==> src/rtl/servant_uart_tx.sv <==
// Wishbone-slave UART transmitter: byte FIFO feeding an 8N1 serializer at a fixed baud divisor.
// Two-cycle bus protocol: the ack edge performs the register side effect and presents read data.
module servant_uart_tx #(
    parameter int DIVISOR = 280,
    parameter int DEPTH   = 8
) (
    input  logic        wb_clk,
    input  logic        wb_rst_n,
    input  logic        i_wb_adr,
    input  logic [31:0] i_wb_dat,
    input  logic        i_wb_we,
    input  logic        i_wb_cyc,
    output logic [31:0] o_wb_rdt,
    output logic        o_wb_ack,
    output logic        o_tx,
    output logic        o_irq
);
    localparam int AW = (DEPTH > 1) ? $clog2(DEPTH) : 1;
    localparam int CW = (DIVISOR > 1) ? $clog2(DIVISOR) : 1;
    localparam logic [CW-1:0] CNT_LOAD = CW'(DIVISOR - 1);
    localparam logic [AW:0]   LVL_FULL = (AW + 1)'(DEPTH);

    typedef enum logic [1:0] {S_IDLE, S_START, S_DATA, S_STOP} state_t;

    state_t        state, state_n;
    logic [CW-1:0] cnt;
    logic [2:0]    bit_idx;
    logic [7:0]    shift;
    logic [7:0]    mem [DEPTH];
    logic [AW-1:0] wr_ptr, rd_ptr;
    logic [AW:0]   level;
    logic          overflow, irq_en;

    logic        access, push_req, push_ok, pop, empty, full, bit_end, busy;
    logic        rd_status, ovf_set;
    logic [31:0] status;
    logic        unused_bits;

    assign unused_bits = ^i_wb_dat[31:8];

    // A new access is accepted only while ack is low, giving one access per two cycles.
    assign access    = i_wb_cyc & ~o_wb_ack;
    assign push_req  = access & i_wb_we & ~i_wb_adr;
    assign rd_status = access & ~i_wb_we & ~i_wb_adr;
    assign empty     = (level == '0);
    assign full      = (level == LVL_FULL);
    assign bit_end   = (cnt == '0);
    assign busy      = (state != S_IDLE);
    // Push is judged after a same-edge pop, so a full FIFO being drained still accepts.
    assign push_ok   = push_req & (~full | pop);
    assign ovf_set   = push_req & full & ~pop;
    assign status    = {16'h0, 8'(level), 4'h0, overflow, empty, full, busy};

    always_comb begin
        state_n = state;
        pop     = 1'b0;
        case (state)
            S_IDLE: begin
                if (!empty) begin
                    pop     = 1'b1;
                    state_n = S_START;
                end
            end
            S_START: if (bit_end) state_n = S_DATA;
            S_DATA:  if (bit_end && bit_idx == 3'd7) state_n = S_STOP;
            S_STOP: begin
                if (bit_end) begin
                    if (!empty) begin
                        pop     = 1'b1;
                        state_n = S_START;
                    end else begin
                        state_n = S_IDLE;
                    end
                end
            end
            default: state_n = S_IDLE;
        endcase
    end

    always_ff @(posedge wb_clk or negedge wb_rst_n) begin
        if (!wb_rst_n) begin
            state   <= S_IDLE;
            cnt     <= '0;
            bit_idx <= '0;
            shift   <= '0;
            o_tx    <= 1'b1;
            o_irq   <= 1'b0;
        end else begin
            state <= state_n;
            // Counter sits at its reload value while idle so every bit lasts DIVISOR cycles.
            if (state == S_IDLE || bit_end) cnt <= CNT_LOAD;
            else                            cnt <= cnt - 1'b1;
            if (pop) begin
                shift   <= mem[rd_ptr];
                bit_idx <= '0;
            end else if (state == S_DATA && bit_end) begin
                shift   <= shift >> 1;
                bit_idx <= bit_idx + 3'd1;
            end
            case (state)
                S_START: o_tx <= 1'b0;
                S_DATA:  o_tx <= shift[0];
                default: o_tx <= 1'b1;
            endcase
            o_irq <= irq_en & empty & (state == S_IDLE);
        end
    end

    always_ff @(posedge wb_clk) begin
        if (push_ok) mem[wr_ptr] <= i_wb_dat[7:0];
    end

    always_ff @(posedge wb_clk or negedge wb_rst_n) begin
        if (!wb_rst_n) begin
            wr_ptr   <= '0;
            rd_ptr   <= '0;
            level    <= '0;
            overflow <= 1'b0;
            irq_en   <= 1'b0;
            o_wb_ack <= 1'b0;
            o_wb_rdt <= '0;
        end else begin
            if (push_ok) wr_ptr <= wr_ptr + 1'b1;
            if (pop)     rd_ptr <= rd_ptr + 1'b1;
            level    <= level + {{AW{1'b0}}, push_ok} - {{AW{1'b0}}, pop};
            // Status read clears overflow, but a same-edge overflow wins.
            overflow <= (overflow & ~rd_status) | ovf_set;
            if (access && i_wb_we && i_wb_adr) irq_en <= i_wb_dat[0];
            o_wb_ack <= access;
            if (access && !i_wb_we) o_wb_rdt <= i_wb_adr ? {31'h0, irq_en} : status;
            else                    o_wb_rdt <= '0;
        end
    end
endmodule

==> config.mk <==
export PLATFORM = sky130hd
export DESIGN_NAME = servant_uart_tx
export DESIGN_NICKNAME = d
export VERILOG_FILES = /design/src/rtl/servant_uart_tx.sv
export SDC_FILE = /design/constraint.sdc
export NUM_CORES = 1
export LEC_CHECK = 0
export BUFFER_PORTS_ARGS = -buffer_cell sky130_fd_sc_hd__buf_2
export CAP_MARGIN = 20
export CORE_ASPECT_RATIO = 0.9
export CORE_MARGIN = 4
export CORE_UTILIZATION = 57
export DETAILED_ROUTE_END_ITERATION = 10
export PLACE_DENSITY = 0.8
export SYNTH_ARGS = -nofsm -noshare
export SYNTH_HDL_FRONTEND = slang
export SYNTH_SLANG_ARGS = --single-unit
==> constraint.sdc <==
create_clock -name wb_clk -period 2.8 [get_ports wb_clk]
set_input_delay 0.56 -clock wb_clk [delete_from_list [all_inputs] [get_ports wb_clk]]
set_output_delay 0.56 -clock wb_clk [all_outputs]
set_load 0.02 [all_outputs]
==> results of run 1 <==
-- sequential cells by signal (all words and copies together) (netlist names) --
signal,flops
state,2
o_wb_rdt,8
shift,8
cnt,9
wr_ptr,3
o_wb_ack,1
o_tx,1
rd_ptr,3
overflow,1
bit_idx,3
o_irq,1
irq_en,1
mem,64
level,4
-- through the flow --
step	std cells	util [%]
final	462	63.7
after CTS	461	63.4
after detailed placement	445	61.3
after global routing	462	63.7
after floorplan	333	-
after global placement	445	61.3
-- metal layers --
layer | global-route usage [%] | routed length [um]
met1 | 22.4 | 3250
met2 | 29.8 | 4020
met3 | 3.52 | 437
met4 | 4.59 | 113
met5 | 0 | 0
-- worst paths after layout --
kind                               end  slack, ns  startpoint  depth (start not counted)
max                           level[2]       0.27    state[1]                         10
min                           overflow       0.05    wb_rst_n                          1
max reg2reg                   level[2]       0.27    state[1]                         10
min reg2reg                     cnt[0]       0.49      cnt[0]                          1
max in group asynchronous         o_tx       2.21    wb_rst_n                          2
min in group wb_clk        o_wb_rdt[0]       0.44     i_wb_we                          2
-- area by class of cell --
class                   instances  share of cell area [%]
clock buffers                  10                    2.45
clock inverters                 6                   0.888
inverters                      11                   0.792
multi-input cells             181                    31.2
flip-flops and latches        109                    58.5
well taps                     115                    2.76
repair buffers                 30                    3.45
-- worst max-delay path: stages (launching register included) --
cell and delay [ns]:
dfrtp_1 0.44, inv_1 0.11, ha_1 0.31, nor2b_1 0.21, nand4_4 0.20, a21oi_2 0.27, a41o_1 0.13, ha_1 0.17
inv_1 0.06, fa_1 0.37, xnor2_1 0.14
-- power groups by stage --
stage	Clock [uW]	Combinational [uW]	Sequential [uW]
global placement	0	335	1910
floorplan	0	276	1900
CTS	878	351	1880
detailed placement	0	349	1910
global route	953	400	1900
finish	857	349	1880
-- cells in the final DEF, fill, tap and decap left out, types with 2 or more instances in the layout --
cell type	netlist	layout
buf_2	3	23
nor3_1	3	3
xor2_1	7	7
dfrtp_1	44	44
buf_4	24	6
mux2_2	3	3
inv_6	0	3
nand2_1	10	10
nand3_1	2	2
mux4_2	16	16
a21o_1	2	2
and3_1	3	3
and4bb_2	2	2
and2_1	3	3
nand3b_1	2	2
nor3b_1	2	2
xnor2_1	4	4
inv_1	11	11
edfxtp_1	64	64
clkinvlp_4	0	2
clkbuf_8	0	9
ha_1	16	16
nor2_1	15	15
and4b_1	3	3
conb_1	1	24
a21oi_1	10	9
o21ai_0	3	3
or3_1	2	2
mux2i_1	25	25
nand2b_1	2	2
o31ai_1	2	2
-- cell families (layout without fill, tap and decap cells) --
group,count (synthesis),after routing,synth area share [%]
compound gates,24,24,3.38
mux,45,45,13.5
xor+xnor,11,11,1.99
fa+ha+maj,17,17,4.54
simple gates,60,60,8.20
other cells,1,24,0.0773
flops,109,109,62.9
buf+inv,43,57,5.42
==> metrics.txt, run 1 <==
# TYPE chip_impl_metric gauge
chip_impl_info{name="status",value="completed"} 1
chip_impl_metric{name="grt_antenna_before_repair",unit=""} 0
chip_impl_metric{name="io_buffer_count",unit=""} 23
chip_impl_metric{name="dr.pass1.iters",unit=""} 5
chip_impl_metric{name="max-slew-margin-rel",unit="%"} 46.7
chip_impl_metric{name="yosysTopAreaCellShare",unit="%"} 39.6
chip_impl_metric{name="global_route_wire_length_before_repair",unit="um"} 13200
chip_impl_metric{name="gr-total-overflow",unit=""} 0
chip_impl_metric{name="cts.path.max_buffers",unit=""} 2
chip_impl_info{name="synth_area_leaders",value="edfxtp_1, dfrtp_1, mux4_2, mux2i_1, ha_1"} 1
chip_impl_metric{name="max_cap_viol_count",unit=""} 0
chip_impl_metric{name="htree_levels",unit=""} 3
chip_impl_metric{name="cp_max_fo",unit=""} 6
chip_impl_metric{name="syn-cell-area",unit="um2"} 4850
chip_impl_metric{name="start_util",unit="%"} 59.3
chip_impl_metric{name="synth_seq_cells",unit=""} 109
chip_impl_metric{name="power_density",unit="nW/um2"} 592
chip_impl_metric{name="crit_arrival",unit="ns"} 2.78
chip_impl_metric{name="cts_inserted_buffers",unit=""} 9
chip_impl_metric{name="yosys_warnings",unit=""} 0
chip_impl_metric{name="transition_time_at_the_pin_with_the_least_slew_margin",unit="ns"} 0.799
chip_impl_metric{name="final_critical_path_setup_slack",unit="ns"} 0.275
chip_impl_metric{name="intPower",unit="uW"} 2270
chip_impl_metric{name="drt-wirelength-per-cell",unit="um"} 16.9
chip_impl_metric{name="setup-tns-final",unit="ns"} 0
chip_impl_metric{name="synth-seq-area-share",unit="%"} 62.9
chip_impl_metric{name="final.setup_skew",unit="ns"} 0.0108
chip_impl_metric{name="die_area",unit="um2"} 10100
chip_impl_metric{name="routabilityCongestion",unit=""} 0.795
chip_impl_metric{name="post_synth.cell_area_avg",unit="um2"} 15.6
chip_impl_metric{name="fp.dieW",unit="um"} 105
chip_impl_metric{name="clock_sinks",unit=""} 109
chip_impl_metric{name="seq_power_share",unit="%"} 60.9
chip_impl_metric{name="post-route-drc-count",unit=""} 0
chip_impl_metric{name="nets",unit=""} 396
chip_impl_metric{name="design.core.area",unit="um2"} 8180
chip_impl_metric{name="post_cts_buffers",unit=""} 0
chip_impl_metric{name="combinationalPowerShare",unit="%"} 11.3
chip_impl_metric{name="hold-worst-slack",unit="ns"} 0.0479
chip_impl_metric{name="slew_viol_final",unit=""} 0
chip_impl_metric{name="number_of_global_route_vias_before_repair",unit=""} 2532
chip_impl_metric{name="summed_area_of_non_filler_cells_in_the_final_layout",unit="um2"} 5220
chip_impl_info{name="cts_tree",value="built"} 1
chip_impl_info{name="grt_setup_unrepaired",value="no"} 1
chip_impl_info{name="yosysTopAreaCell",value="edfxtp_1"} 1
chip_impl_metric{name="timing.final.setup_violations",unit=""} 0
chip_impl_metric{name="hpwl",unit="um"} 5230
chip_impl_metric{name="min_period",unit="ns"} 2.53
chip_impl_metric{name="worst-endpoint-required",unit="ns"} 3.06
chip_impl_metric{name="grtUsageTotal",unit="%"} 17.2
chip_impl_metric{name="insertedDiodeCount",unit=""} 0
chip_impl_metric{name="timing.final.crit_share",unit="%"} 90.2
chip_impl_metric{name="leakagePower",unit="uW"} 0.00213
chip_impl_metric{name="detail_route.vias_per_cell",unit=""} 5.40
chip_impl_metric{name="num_vias",unit=""} 2497
chip_impl_metric{name="final-hold-violation-count",unit=""} 0
chip_impl_metric{name="pwr-share-clk",unit="%"} 27.8
chip_impl_metric{name="sequential_standard_cell_area",unit="um2"} 3050
chip_impl_info{name="worst_hold_check_path_type",value="in -> async"} 1
chip_impl_info{name="setup.worst_path.class",value="reg -> reg"} 1
chip_impl_metric{name="finalPower",unit="uW"} 3090
chip_impl_metric{name="drt.antenna.violating_nets",unit=""} 0
chip_impl_metric{name="placementRows",unit=""} 31
chip_impl_metric{name="clk_latency",unit="ns"} 0.36
chip_impl_metric{name="layout-drive-gt1-share",unit="%"} 21.6
chip_impl_info{name="synth.top_cells.by_count",value="edfxtp_1, dfrtp_1, mux2i_1, buf_4"} 1
chip_impl_metric{name="post_synth_edffs",unit=""} 64
chip_impl_metric{name="cts.reportedPaths.clkPinSlew",unit="ns"} 0.10
chip_impl_metric{name="switching_share",unit="%"} 26.3
chip_impl_metric{name="pin_count",unit=""} 72
chip_impl_metric{name="async_set_or_reset_flop_fraction_in_the_synthesized_netlist",unit="%"} 41.3
chip_impl_info{name="end_kind",value="flop"} 1
chip_impl_metric{name="power.switching",unit="uW"} 813
chip_impl_metric{name="nFillCells",unit=""} 573
chip_impl_metric{name="syn-instance-count",unit=""} 310
chip_impl_metric{name="pin_count_of_the_biggest_net_entering_global_routing",unit=""} 46
chip_impl_metric{name="ir_drop",unit="mV"} 0.513
chip_impl_metric{name="first_iter_violations",unit=""} 165
chip_impl_metric{name="multi_input_comb_area",unit="um2"} 1630
chip_impl_metric{name="total_routed_wirelength",unit="um"} 7820
chip_impl_info{name="worstSetupStartpointType",value="flop"} 1
chip_impl_metric{name="dieHeight",unit="um"} 95.5
chip_impl_metric{name="areaGrowthSynthToFinish",unit="%"} 7.56
chip_impl_metric{name="cts.hold.buffers_added",unit=""} 0
chip_impl_metric{name="post_cts.resized_instances",unit=""} 0
chip_impl_info{name="synthMostInstantiatedCell",value="edfxtp_1"} 1
chip_impl_metric{name="placement.cell_area",unit="um2"} 5020
chip_impl_metric{name="yosys.cell_types.count",unit=""} 52
chip_impl_metric{name="highest_clock_frequency_the_design_can_meet",unit="GHz"} 0.396
chip_impl_metric{name="place_worst_setup_slack",unit="ns"} 0.193
chip_impl_info{name="cts-root-buf",value="clkbuf_8"} 1
chip_impl_info{name="synth_top_flop_cell",value="edfxtp_1"} 1
Note: power is estimated with default switching activity, not from simulation.
==> inputs of run 2 (changes only) <==
- CELL_PAD_IN_SITES_DETAIL_PLACEMENT: unset -> 1
- CELL_PAD_IN_SITES_GLOBAL_PLACEMENT: unset -> 1
- CORE_UTILIZATION: 57 -> 47
- PLACE_DENSITY: 0.8 -> unset
- PLACE_DENSITY_LB_ADDON: unset -> 0.1
==> metrics.txt, run 2 (synthesized netlist as in run 1, its figures left out) <==
# TYPE chip_impl_metric gauge
chip_impl_info{name="status",value="completed"} 1
chip_impl_metric{name="final_critical_path_setup_slack",unit="ns"} 0.244
chip_impl_metric{name="dieHeight",unit="um"} 104
chip_impl_info{name="cts-root-buf",value="clkbuf_16"} 1
chip_impl_info{name="grt_setup_unrepaired",value="no"} 1
chip_impl_metric{name="nets",unit=""} 406
chip_impl_metric{name="cts.reportedPaths.clkPinSlew",unit="ns"} 0.08
chip_impl_metric{name="pin_count",unit=""} 72
chip_impl_metric{name="total_routed_wirelength",unit="um"} 8960
chip_impl_metric{name="routabilityCongestion",unit=""} 0.718
chip_impl_metric{name="multi_input_comb_area",unit="um2"} 1620
chip_impl_metric{name="drt-wirelength-per-cell",unit="um"} 18.5
chip_impl_metric{name="dr.pass1.iters",unit=""} 4
chip_impl_info{name="critPathTopFamily",value="adder cells"} 1
chip_impl_metric{name="cts.path.max_buffers",unit=""} 2
chip_impl_metric{name="placementRows",unit=""} 34
chip_impl_metric{name="num_vias",unit=""} 2563
chip_impl_metric{name="place_worst_setup_slack",unit="ns"} 0.238
chip_impl_info{name="timing.critical_path.slowest_stage_cell",value="dfrtp_1"} 1
chip_impl_metric{name="post_cts_buffers",unit=""} 0
chip_impl_info{name="worstSetupStartpointType",value="flop"} 1
chip_impl_metric{name="hpwl",unit="um"} 6170
chip_impl_metric{name="first_iter_violations",unit=""} 164
chip_impl_info{name="crit_chain",value="inv_1 -> ha_1 -> nor2b_1 -> nand4_4 -> a21oi_1 -> buf_4 -> inv_1 -> ha_1 -> a21o_1 -> a21oi_1 -> xor2_1"} 1
chip_impl_metric{name="number_of_global_route_vias_before_repair",unit=""} 2751
chip_impl_metric{name="htree_levels",unit=""} 3
chip_impl_metric{name="areaGrowthSynthToFinish",unit="%"} 11.7
chip_impl_metric{name="post-route-drc-count",unit=""} 0
chip_impl_metric{name="grtUsageTotal",unit="%"} 16.5
chip_impl_metric{name="sequential_standard_cell_area",unit="um2"} 3050
chip_impl_metric{name="clk_latency",unit="ns"} 0.36
chip_impl_metric{name="design.core.area",unit="um2"} 9870
chip_impl_metric{name="insertedDiodeCount",unit=""} 0
chip_impl_metric{name="detail_route.vias_per_cell",unit=""} 5.31
chip_impl_metric{name="global_route_wire_length_before_repair",unit="um"} 15000
chip_impl_metric{name="setup-tns-final",unit="ns"} 0
chip_impl_metric{name="max_reg_flops",unit=""} 64
chip_impl_metric{name="hold-worst-slack",unit="ns"} 0.154
chip_impl_metric{name="max-slew-margin-rel",unit="%"} 44.0
chip_impl_metric{name="post_cts.resized_instances",unit=""} 0
chip_impl_metric{name="fp.dieW",unit="um"} 115
chip_impl_info{name="end_kind",value="flop"} 1
chip_impl_metric{name="cts.hold.buffers_added",unit=""} 0
chip_impl_metric{name="timing.final.crit_share",unit="%"} 91.3
chip_impl_metric{name="slowest_delay",unit="ns"} 0.41
chip_impl_info{name="setup.worst_path.class",value="reg -> reg"} 1
chip_impl_info{name="cts_tree",value="built"} 1
chip_impl_metric{name="die_area",unit="um2"} 12000
chip_impl_metric{name="drt.antenna.violating_nets",unit=""} 0
chip_impl_metric{name="ir_drop",unit="mV"} 0.438
chip_impl_metric{name="highest_clock_frequency_the_design_can_meet",unit="GHz"} 0.391
chip_impl_metric{name="gr-total-overflow",unit=""} 0
chip_impl_info{name="biggestRegsByFlops",value="mem x64, cnt x9"} 1
chip_impl_metric{name="crit_arrival",unit="ns"} 2.84
chip_impl_metric{name="min_period",unit="ns"} 2.56
chip_impl_metric{name="transition_time_at_the_pin_with_the_least_slew_margin",unit="ns"} 0.840
chip_impl_metric{name="nFillCells",unit=""} 959
chip_impl_metric{name="leakagePower",unit="uW"} 0.00224
chip_impl_info{name="largest-register",value="mem"} 1
chip_impl_metric{name="timing.final.setup_violations",unit=""} 0
chip_impl_metric{name="io_buffer_count",unit=""} 23
chip_impl_info{name="final_cell_mix",value="edfxtp_1, dfrtp_1, mux2i_1, conb_1, buf_2"} 1
chip_impl_metric{name="final.setup_skew",unit="ns"} 0.00987
chip_impl_metric{name="cts_inserted_buffers",unit=""} 9
chip_impl_info{name="worst_hold_check_path_type",value="in -> async"} 1
chip_impl_metric{name="layout-drive-gt1-share",unit="%"} 23.8
chip_impl_metric{name="start_util",unit="%"} 49.1
chip_impl_metric{name="pin_count_of_the_biggest_net_entering_global_routing",unit=""} 46
chip_impl_metric{name="clock_sinks",unit=""} 109
chip_impl_metric{name="cp_max_fo",unit=""} 6
chip_impl_metric{name="final-hold-violation-count",unit=""} 0
chip_impl_metric{name="grt_antenna_before_repair",unit=""} 0
chip_impl_metric{name="worst-endpoint-required",unit="ns"} 3.08
chip_impl_metric{name="power_density",unit="nW/um2"} 642
chip_impl_info{name="layout.cells.most_common",value="edfxtp_1"} 1
chip_impl_metric{name="timing.critical_path.buf_inv",unit=""} 3
chip_impl_metric{name="slew_viol_final",unit=""} 0
chip_impl_metric{name="max_cap_viol_count",unit=""} 0
[run 2: cell types whose count changed in the layout (fill, tap and decap cells not counted), moves of 2 or more]
cell	before	now
clkbuf_8	9	0
clkbuf_16	0	9
inv_8	0	3
buf_4	6	16
inv_6	3	1
[run 2: power breakdown]
part,internal (uW),switching (uW),total (uW)
Clock,626,612,1240
Sequential,1790,85.8,1880
Combinational,153,209,361
Total,2570,906,3480
[run 2: per-layer routing]
layer | vias to the layer above | wire length [um] | global-route usage, % | share of wire [%]
met4 | 0 | 133 | 5.28 | 1.5
met5 | - | 0 | 0 | 0
met3 | 11 | 344 | 4.19 | 3.8
met2 | 46 | 4340 | 25.0 | 48
met1 | 1322 | 4140 | 23.4 | 46
li1 | 1184 | - | - | -
[run 2: area by class of cell]
type / instances / share of cell area [%]
well taps: 126 / 2.91
multi-input cells: 181 / 30.0
clock inverters: 7 / 1.18
clock buffers: 9 / 4.16
inverters: 11 / 0.762
repair buffers: 40 / 4.71
flip-flops and latches: 109 / 56.3
[run 2: path summary, 6_finish.rpt]
path	startpoint	to	slack, ns	cells past startpoint
setup / recovery	state[0]	level[3]	0.24	11
hold / removal	wb_rst_n	cnt[1]	0.15	1
setup reg to reg	state[0]	level[3]	0.24	11
hold reg to reg	overflow	overflow	0.49	2
max in group asynchronous	wb_rst_n	o_wb_rdt[0]	2.15	2
min in group wb_clk	i_wb_we	o_wb_rdt[0]	0.46	2
[run 2: stage by stage]
step                util [%]  instances  cell area [um2]  total power, uW
floorplan                  -        333             4940             2170
global placement        51.7        466             5110             2260
detailed placement      51.7        466             5110             2280
CTS                     54.7        482             5400             3530
global route            54.9        483             5420             3670
finish                  54.9        483             5420             3480
